==> config.mk <==
export PLATFORM = sky130hd
export DESIGN_NAME = dot_product_st
export DESIGN_NICKNAME = d
export VERILOG_FILES = /design/src/rtl/dot_product_pkg.sv /design/src/rtl/dp_adder_tree.sv /design/src/rtl/dot_product_st.sv
export SDC_FILE = /design/constraint.sdc
export NUM_CORES = 2
export LEC_CHECK = 0
export CORE_ASPECT_RATIO = 0.9
export CORE_MARGIN = 4
export CORE_UTILIZATION = 35
export CTS_CLUSTER_SIZE = 14
export DETAILED_ROUTE_END_ITERATION = 7
export SETUP_SLACK_MARGIN = 0.02
export SLEW_MARGIN = 20
export SYNTH_ARGS = -nofsm -noshare
export SYNTH_HDL_FRONTEND = slang
export SYNTH_SLANG_ARGS = --single-unit
==> constraint.sdc <==
create_clock -name clk -period 7.4 [get_ports clk]
set_input_delay 1.48 -clock clk [delete_from_list [all_inputs] [get_ports clk]]
set_output_delay 1.48 -clock clk [all_outputs]
set_load 0.005 [all_outputs]
==> src/rtl/dot_product_pkg.sv <==
// dot_product_pkg: Q-format constants, latency and saturation helpers for dot_product_st.
// Rev 1.0
`default_nettype none

package dot_product_pkg;

  localparam int c_weight_frac = 16;
  localparam int c_value_frac  = 18;
  localparam int c_align_shift = c_value_frac - c_weight_frac;

  // Cycles from sampling a beat to its contribution appearing on the accumulator.
  function automatic int dp_latency(input int fpm_delay, input int fpa_delay, input int lanes);
    return fpm_delay + fpa_delay * $clog2(lanes) + 1;
  endfunction

  // Largest positive two's complement value of the given width.
  function automatic logic [63:0] sat_pos(input int width);
    return (64'd1 << (width - 1)) - 64'd1;
  endfunction

  // Most negative two's complement value of the given width.
  function automatic logic [63:0] sat_neg(input int width);
    return 64'd1 << (width - 1);
  endfunction

endpackage

`default_nettype wire

==> src/rtl/dp_adder_tree.sv <==
// dp_adder_tree: pipelined binary reduction of LANES values, FPA_DELAY registers per level.
// Rev 1.0
`default_nettype none

module dp_adder_tree #(
  parameter int WIDTH     = 26,
  parameter int LANES     = 4,
  parameter int FPA_DELAY = 2
) (
  input  logic                   clk,
  input  logic                   rst_n,
  input  logic [LANES*WIDTH-1:0] lanes,
  output logic [WIDTH-1:0]       sum
);

  localparam int c_levels = $clog2(LANES);
  localparam int c_nodes  = 2 * LANES - 1;

  // All tree nodes packed level by level: leaves first, root last.
  logic [c_nodes*WIDTH-1:0] w_node;

  assign w_node[LANES*WIDTH-1:0] = lanes;

  for (genvar l = 1; l <= c_levels; l++) begin : g_level
    localparam int c_cnt = LANES >> l;
    localparam int c_src = 2 * LANES - 2 * (LANES >> (l - 1));
    localparam int c_dst = 2 * LANES - 2 * c_cnt;

    logic [c_cnt*WIDTH-1:0] w_sum;
    logic [c_cnt*WIDTH-1:0] r_pipe [FPA_DELAY];

    for (genvar n = 0; n < c_cnt; n++) begin : g_node
      assign w_sum[n*WIDTH +: WIDTH] = w_node[(c_src + 2*n)*WIDTH +: WIDTH]
                                     + w_node[(c_src + 2*n + 1)*WIDTH +: WIDTH];
    end

    always_ff @(posedge clk or negedge rst_n) begin
      if (!rst_n) begin
        for (int s = 0; s < FPA_DELAY; s++) r_pipe[s] <= '0;
      end else begin
        r_pipe[0] <= w_sum;
        for (int s = 1; s < FPA_DELAY; s++) r_pipe[s] <= r_pipe[s-1];
      end
    end

    assign w_node[c_dst*WIDTH +: c_cnt*WIDTH] = r_pipe[FPA_DELAY-1];
  end

  assign sum = w_node[(c_nodes-1)*WIDTH +: WIDTH];

endmodule

`default_nettype wire

==> src/rtl/dot_product_st.sv <==
// dot_product_st: streaming fixed-point dot product, holds the final sum once PIXEL_N elements are in.
// Rev 1.0 -- DOT_PRODUCT_SATURATE_EN selects a saturating accumulator (default: wrapping).
`default_nettype none

module dot_product_st
  import dot_product_pkg::*;
#(
  parameter int PIXEL_N     = 785,
  parameter int WEIGHT_SIZE = 19,
  parameter int PIXEL_SIZE  = 10,
  parameter int FPM_DELAY   = 6,
  parameter int FPA_DELAY   = 2,
  parameter int PARALLEL    = 4,
  parameter int BUS_WIDTH   = 1,
  parameter int VAL_SIZE    = 26
) (
  input  logic                                  clk,
  input  logic                                  GlobalReset,
  input  logic [BUS_WIDTH*PARALLEL*PIXEL_SIZE-1:0]  Pixels,
  input  logic [BUS_WIDTH*PARALLEL*WEIGHT_SIZE-1:0] Weights,
  output logic [VAL_SIZE-1:0]                   value
);

  localparam int c_prod_w = WEIGHT_SIZE + PIXEL_SIZE + 1;
  localparam int c_ext_w  = (c_prod_w + c_align_shift > VAL_SIZE) ? c_prod_w + c_align_shift : VAL_SIZE;
  localparam int c_cnt_w  = $clog2(PIXEL_N + 1);
  localparam int c_slot_w = (BUS_WIDTH > 1) ? $clog2(BUS_WIDTH) : 1;

  logic [c_cnt_w-1:0]           r_elem_cnt;
  logic [31:0]                  w_cnt_step;
  logic [c_slot_w-1:0]          w_slot;
  logic [PARALLEL*VAL_SIZE-1:0] w_lane_flat;
  logic [PARALLEL*VAL_SIZE-1:0] r_mul_pipe [FPM_DELAY];
  logic [VAL_SIZE-1:0]          w_tree_sum;
  logic [VAL_SIZE-1:0]          w_acc_next;

  // Element counter saturates at PIXEL_N; from then on every lane is masked.
  assign w_cnt_step = 32'(r_elem_cnt) + 32'(PARALLEL);

  always_ff @(posedge clk or negedge GlobalReset) begin
    if (!GlobalReset) begin
      r_elem_cnt <= '0;
    end else begin
      r_elem_cnt <= (w_cnt_step >= 32'(PIXEL_N)) ? c_cnt_w'(PIXEL_N) : c_cnt_w'(w_cnt_step);
    end
  end

  if (BUS_WIDTH > 1) begin : g_slot_cnt
    logic [c_slot_w-1:0] r_slot;

    always_ff @(posedge clk or negedge GlobalReset) begin
      if (!GlobalReset) begin
        r_slot <= '0;
      end else begin
        r_slot <= (r_slot == c_slot_w'(BUS_WIDTH - 1)) ? '0 : r_slot + c_slot_w'(1);
      end
    end

    assign w_slot = r_slot;
  end else begin : g_slot_fixed
    assign w_slot = '0;
  end

  for (genvar n = 0; n < PARALLEL; n++) begin : g_lane
    logic                       w_live;
    logic [PIXEL_SIZE-1:0]      r_pix;
    logic [WEIGHT_SIZE-1:0]     r_wgt;
    logic signed [c_prod_w-1:0] w_prod;

    assign w_live = (32'(r_elem_cnt) + 32'(n)) < 32'(PIXEL_N);

    always_ff @(posedge clk or negedge GlobalReset) begin
      if (!GlobalReset) begin
        r_pix <= '0;
        r_wgt <= '0;
      end else if (w_live) begin
        r_pix <= Pixels[(int'(w_slot)*PARALLEL + n)*PIXEL_SIZE +: PIXEL_SIZE];
        r_wgt <= Weights[(int'(w_slot)*PARALLEL + n)*WEIGHT_SIZE +: WEIGHT_SIZE];
      end else begin
        r_pix <= '0;
        r_wgt <= '0;
      end
    end

    // Q2.16 weight times unsigned pixel keeps 16 fraction bits; shift up to Q7.18.
    assign w_prod = c_prod_w'($signed(r_wgt)) * c_prod_w'($signed({1'b0, r_pix}));
    assign w_lane_flat[n*VAL_SIZE +: VAL_SIZE] = VAL_SIZE'(c_ext_w'(w_prod) <<< c_align_shift);
  end

  always_ff @(posedge clk or negedge GlobalReset) begin
    if (!GlobalReset) begin
      for (int s = 0; s < FPM_DELAY; s++) r_mul_pipe[s] <= '0;
    end else begin
      r_mul_pipe[0] <= w_lane_flat;
      for (int s = 1; s < FPM_DELAY; s++) r_mul_pipe[s] <= r_mul_pipe[s-1];
    end
  end

  dp_adder_tree #(
    .WIDTH     (VAL_SIZE),
    .LANES     (PARALLEL),
    .FPA_DELAY (FPA_DELAY)
  ) u_tree (
    .clk   (clk),
    .rst_n (GlobalReset),
    .lanes (r_mul_pipe[FPM_DELAY-1]),
    .sum   (w_tree_sum)
  );

`ifdef DOT_PRODUCT_SATURATE_EN
  localparam logic [VAL_SIZE-1:0] c_sat_hi = VAL_SIZE'(sat_pos(VAL_SIZE));
  localparam logic [VAL_SIZE-1:0] c_sat_lo = VAL_SIZE'(sat_neg(VAL_SIZE));

  logic [VAL_SIZE:0] w_acc_wide;

  // One guard bit: the top two bits disagree exactly when the sum left the signed range.
  assign w_acc_wide = {value[VAL_SIZE-1], value} + {w_tree_sum[VAL_SIZE-1], w_tree_sum};

  always_comb begin
    w_acc_next = w_acc_wide[VAL_SIZE-1:0];
    if (w_acc_wide[VAL_SIZE:VAL_SIZE-1] == 2'b01) begin
      w_acc_next = c_sat_hi;
    end else if (w_acc_wide[VAL_SIZE:VAL_SIZE-1] == 2'b10) begin
      w_acc_next = c_sat_lo;
    end
  end
`else
  assign w_acc_next = value + w_tree_sum;
`endif

  always_ff @(posedge clk or negedge GlobalReset) begin
    if (!GlobalReset) begin
      value <= '0;
    end else begin
      value <= w_acc_next;
    end
  end

endmodule

`default_nettype wire

==> impl_results.md <==
- Status: finished, final reports clean
- P_leak: 27.2 nW
- Synth Area in Compound Gates: 0.0493
- Share of power burned in the clock network: 0.188
- CTS H-tree depth: 3
- First-pass GRT wire length: 161 mm
- Worst path most repeated cell: fa_1
- Share of cells above drive strength 1: 0.0393
- # setup viols final: 0
- Post-CTS Setup Bufs: 0
- Critical path launch point type: flop
- CORE AREA: 142000 sq um
- Die height: 367 um
- Starting Density: 0.353
- Synth Area in Simple Gates: 0.119
- # nets final: 5460
- First-pass iteration count of the detailed router: 5
- Worst Path Required: 7.98 ns
- CP max stage delay: 0.62 ns
- Xor/xnor share of the synthesized area: 0.0380
- Die width: 407 um
- Routed WL per cell: 14.6 um
- Largest family of logic cells by synthesized area: adder cells
- FMAX: 0.163 GHz
- Cell internal pwr: 15.3 mW
- Final Hold Fails: 0
- VDD IR max: 0.263 mV
- Worst Path Max Fanout: 19
- Initial antenna violation count: 2
- Post-CTS Resized: 0
- CTS Buf Count: 90
- Die Footprint: 150000 sq um
- Grt ovf: 0
- Arrival time at the worst endpoint: 6.72 ns
- HPWL Detailed: 70.2 mm
- Via count: 28800
- PortBufs: 141
- GRT Overall Usage: 0.131
- Ys flop type: dfrtp_1
- Sink Count: 869
- Clock buffer depth: 3
- Synth warn: 0
- Post-Syn Area per Cell: 11.5 sq um
- Fin crit share: 0.829
- Number of global-route vias before repair: 31000
- Mapped Area: 50200 sq um
- First DRT Iteration DRCs: 1461
- Hold Crit Class: reg2reg
- Register share of total power: 0.308
- Sw Ratio: 0.385
- FF+latch area: 21700 sq um
- Clock transition at path regs: 0.07 ns
- Diodes inserted: 0
- Critical path, cell by cell: and2_1 > fa_1 > inv_1 > fa_1 > inv_1 > fa_1 > fa_1 > inv_1 > fa_1 > inv_1 > ha_1 > or4_1 > o22ai_1 > o21ai_1 > o41ai_1 > a21oi_1 > a211o_1 > a21oi_1 > xor2_1
- RSZ-0062 raised after global routing: false
- Fillers: 13500
- Area Overhead vs Synth: 13.0%
- Yosys reg bits: 869
- Number of synthesized flops with an enable pin: 0
- Worst Max-Slew Pin Slew: 0.871 ns
- Worst Clk Skew: 0.0391 ns
- # rows: 131
- Minimum clock period: 6.14 ns
- Cts hold-fix bufs: 0
- Max Cap Viol: 0
- CP endpoint kind: flop
- DRC Markers: 0
- Gate power share: 0.504
- Io pins: 144
- Area of the multi-input gates: 25200 sq um
- Clock latency on the worst-skew pair: 0.67 ns
- Hold slack: 0.325 ns
- Post-synthesis sequential area ratio: 0.433
- Routed wire length: 93.6 mm
- PwrDens: 439 nW/um^2
- Final setup TNS: 0 ns
- Final Max Slew Viols: 0
- Cells after synthesis: 4376
- Netlist cell types: 67
- Largest net degree at the start of global routing: 156
- Switch Pwr: 9.59 mW
- Clock Tree Root: clkbuf_16
- Share of synthesized registers carrying an async set or reset: 1.00
- Synth Area in Adders: 0.294
- Post-route ant nets: 0
- Routability cong.: 0.820
- CTS tree: done
- Crit path max-delay cell type: dfrtp_1
- Vias/cell: 4.48
- Post-synthesis mux area share: 0.000623
- Setup CP Type: reg2reg
- Max_slew headroom: 0.414
==> power groups by stage <==
| stage | Clock [mW] | Combinational, mW | Sequential, mW |
|---|---|---|---|
| after floorplan | 0 | 9.85 | 7.32 |
| after global placement | 0 | 12.3 | 7.77 |
| after detailed placement | 0 | 12.6 | 7.81 |
| after CTS | 4.86 | 12.7 | 7.74 |
| after global routing | 5.07 | 14.4 | 7.89 |
| final | 4.67 | 12.6 | 7.68 |
==> per-stage QoR <==
stage	setup slack [ns]	instances	util	cell area (sq um)	power, mW
3_3_place_gp	1.42	6258	0.377	53600	20.1
5_1_grt	0.822	6420	0.399	56700	27.4
4_1_cts	1.24	6420	0.399	56700	25.3
3_5_place_dp	1.26	6258	0.377	53600	20.4
2_1_floorplan	1.66	4377	-	50200	17.2
6_report	1.26	6420	0.399	56700	24.9
==> worst max-delay path, delay by kind of cell, from the launching register on <==
kind,cells,cell delay [ns]
adder cells (fa/ha/maj),6,2.72
XOR/XNOR,1,0.15
buffers and inverters,4,0.21
AO/OA/AOI/OAI,6,1.56
AND/OR/NAND/NOR,2,0.82
flip-flops,1,0.62
==> registers in the layout (all words and copies together) (netlist names) <==
signal and count:
r_mul_pipe 576, u_tree.g_level.r_pipe 120, g_lane.r_wgt 76, g_lane.r_pix 40
u_tree.sum 24, value 24, r_elem_cnt 9
==> logic make-up (layout without fill, tap and decap cells) <==
| kind of cell | Yosys count | in the layout |
|---|---|---|
| fa+ha+maj | 855 | 855 |
| simple gates | 1169 | 1169 |
| xor+xnor | 218 | 218 |
| flops | 869 | 869 |
| compound gates | 383 | 383 |
| mux | 3 | 3 |
| other cells | 1 | 2 |
| buf+inv | 878 | 1059 |
==> per-layer routing <==
layer / vias up / wire (um) / GRT usage
li1: 13600 / - / -
met1: 14600 / 45400 / 0.191
met2: 454 / 42800 / 0.206
met3: 111 / 3650 / 0.0205
met4: 0 / 1750 / 0.0304
met5: - / 0 / 0
==> cell usage after synthesis (all sizes together), types with 3 or more instances <==
library cell,number,area share
a2111oi,7,0.0014
a211o,10,0.0017
a211oi,12,0.0018
a21boi,8,0.0012
a21o,48,0.0072
a21oi,124,0.012
a31o,4,0.00070
a31oi,16,0.0020
a41oi,3,0.00052
and2,389,0.048
and3,13,0.0016
buf,3,0.00037
clkbuf,130,0.0097
dfrtp,869,0.43
fa,540,0.22
ha,314,0.078
inv,745,0.056
nand2,399,0.030
nand2b,22,0.0027
nand3,32,0.0032
nand3b,3,0.00045
nand4,5,0.00062
nor2,112,0.0084
nor2b,138,0.017
nor3,29,0.0029
nor4,5,0.00062
o2111a,3,0.00067
o211ai,9,0.0013
o21a,26,0.0039
o21ai,66,0.0066
o21ba,3,0.00060
o21bai,13,0.0019
o22ai,3,0.00037
o31a,4,0.00070
o31ai,7,0.0010
or2,7,0.00087
or3,8,0.0010
or4,3,0.00045
xnor2,167,0.029
xor2,51,0.0089
==> final timing paths <==
path	start	end	slack (ns)	cells after the start
worst min-delay path	r_mul_pipe[540]$_DFF_PN0_	r_mul_pipe[436]$_DFF_PN0_	0.33	0
min in group asynchronous	GlobalReset	r_mul_pipe[437]$_DFF_PN0_	0.92	1
max in group asynchronous	GlobalReset	u_tree.g_level[1].r_pipe[50]$_DFF_PN0_	4.91	3
worst min register to register	r_mul_pipe[540]$_DFF_PN0_	r_mul_pipe[436]$_DFF_PN0_	0.33	0
worst max register to register	g_lane[1].r_pix[5]$_DFF_PN0_	r_mul_pipe[571]$_DFF_PN0_	1.26	19
worst max-delay path	g_lane[1].r_pix[5]$_DFF_PN0_	r_mul_pipe[571]$_DFF_PN0_	1.26	19
==> area by class of cell <==
cell class                      instances  share of cell area
Clock buffer                          116              0.0435
Clock inverter                         46              0.0116
Inverter                              745              0.0493
Multi-Input combinational cell       2630               0.444
Sequential cell                       869               0.383
Tap cell                             1862              0.0411
Timing Repair Buffer                  152              0.0274
==> cells in the final DEF (no fill, tap or decap), drive strengths merged, types with 8 or more instances in the layout <==
cell type      synthesis  layout
buf                    3      12
and3                  13      13
bufinv                 0      11
xnor2                167     167
clkinv                 0      20
o21ai                 66      66
a21boi                 8       8
fa                   540     540
nor3                  29      29
a211o                 10      10
xor2                  51      51
nand2b                22      22
a31oi                 16      16
nor2                 112     112
o21a                  26      26
or3                    8       8
o211ai                 9       9
nor2b                138     138
clkdlybuf4s50          0     140
o21bai                13      13
ha                   314     314
a21oi                124     124
clkbuf               130     116
a211oi                12      12
nand2                399     399
inv                  745     754
dfrtp                869     869
and2                 389     389
a21o                  48      48
nand3                 32      32
Note: power is estimated with default switching activity, not from simulation.
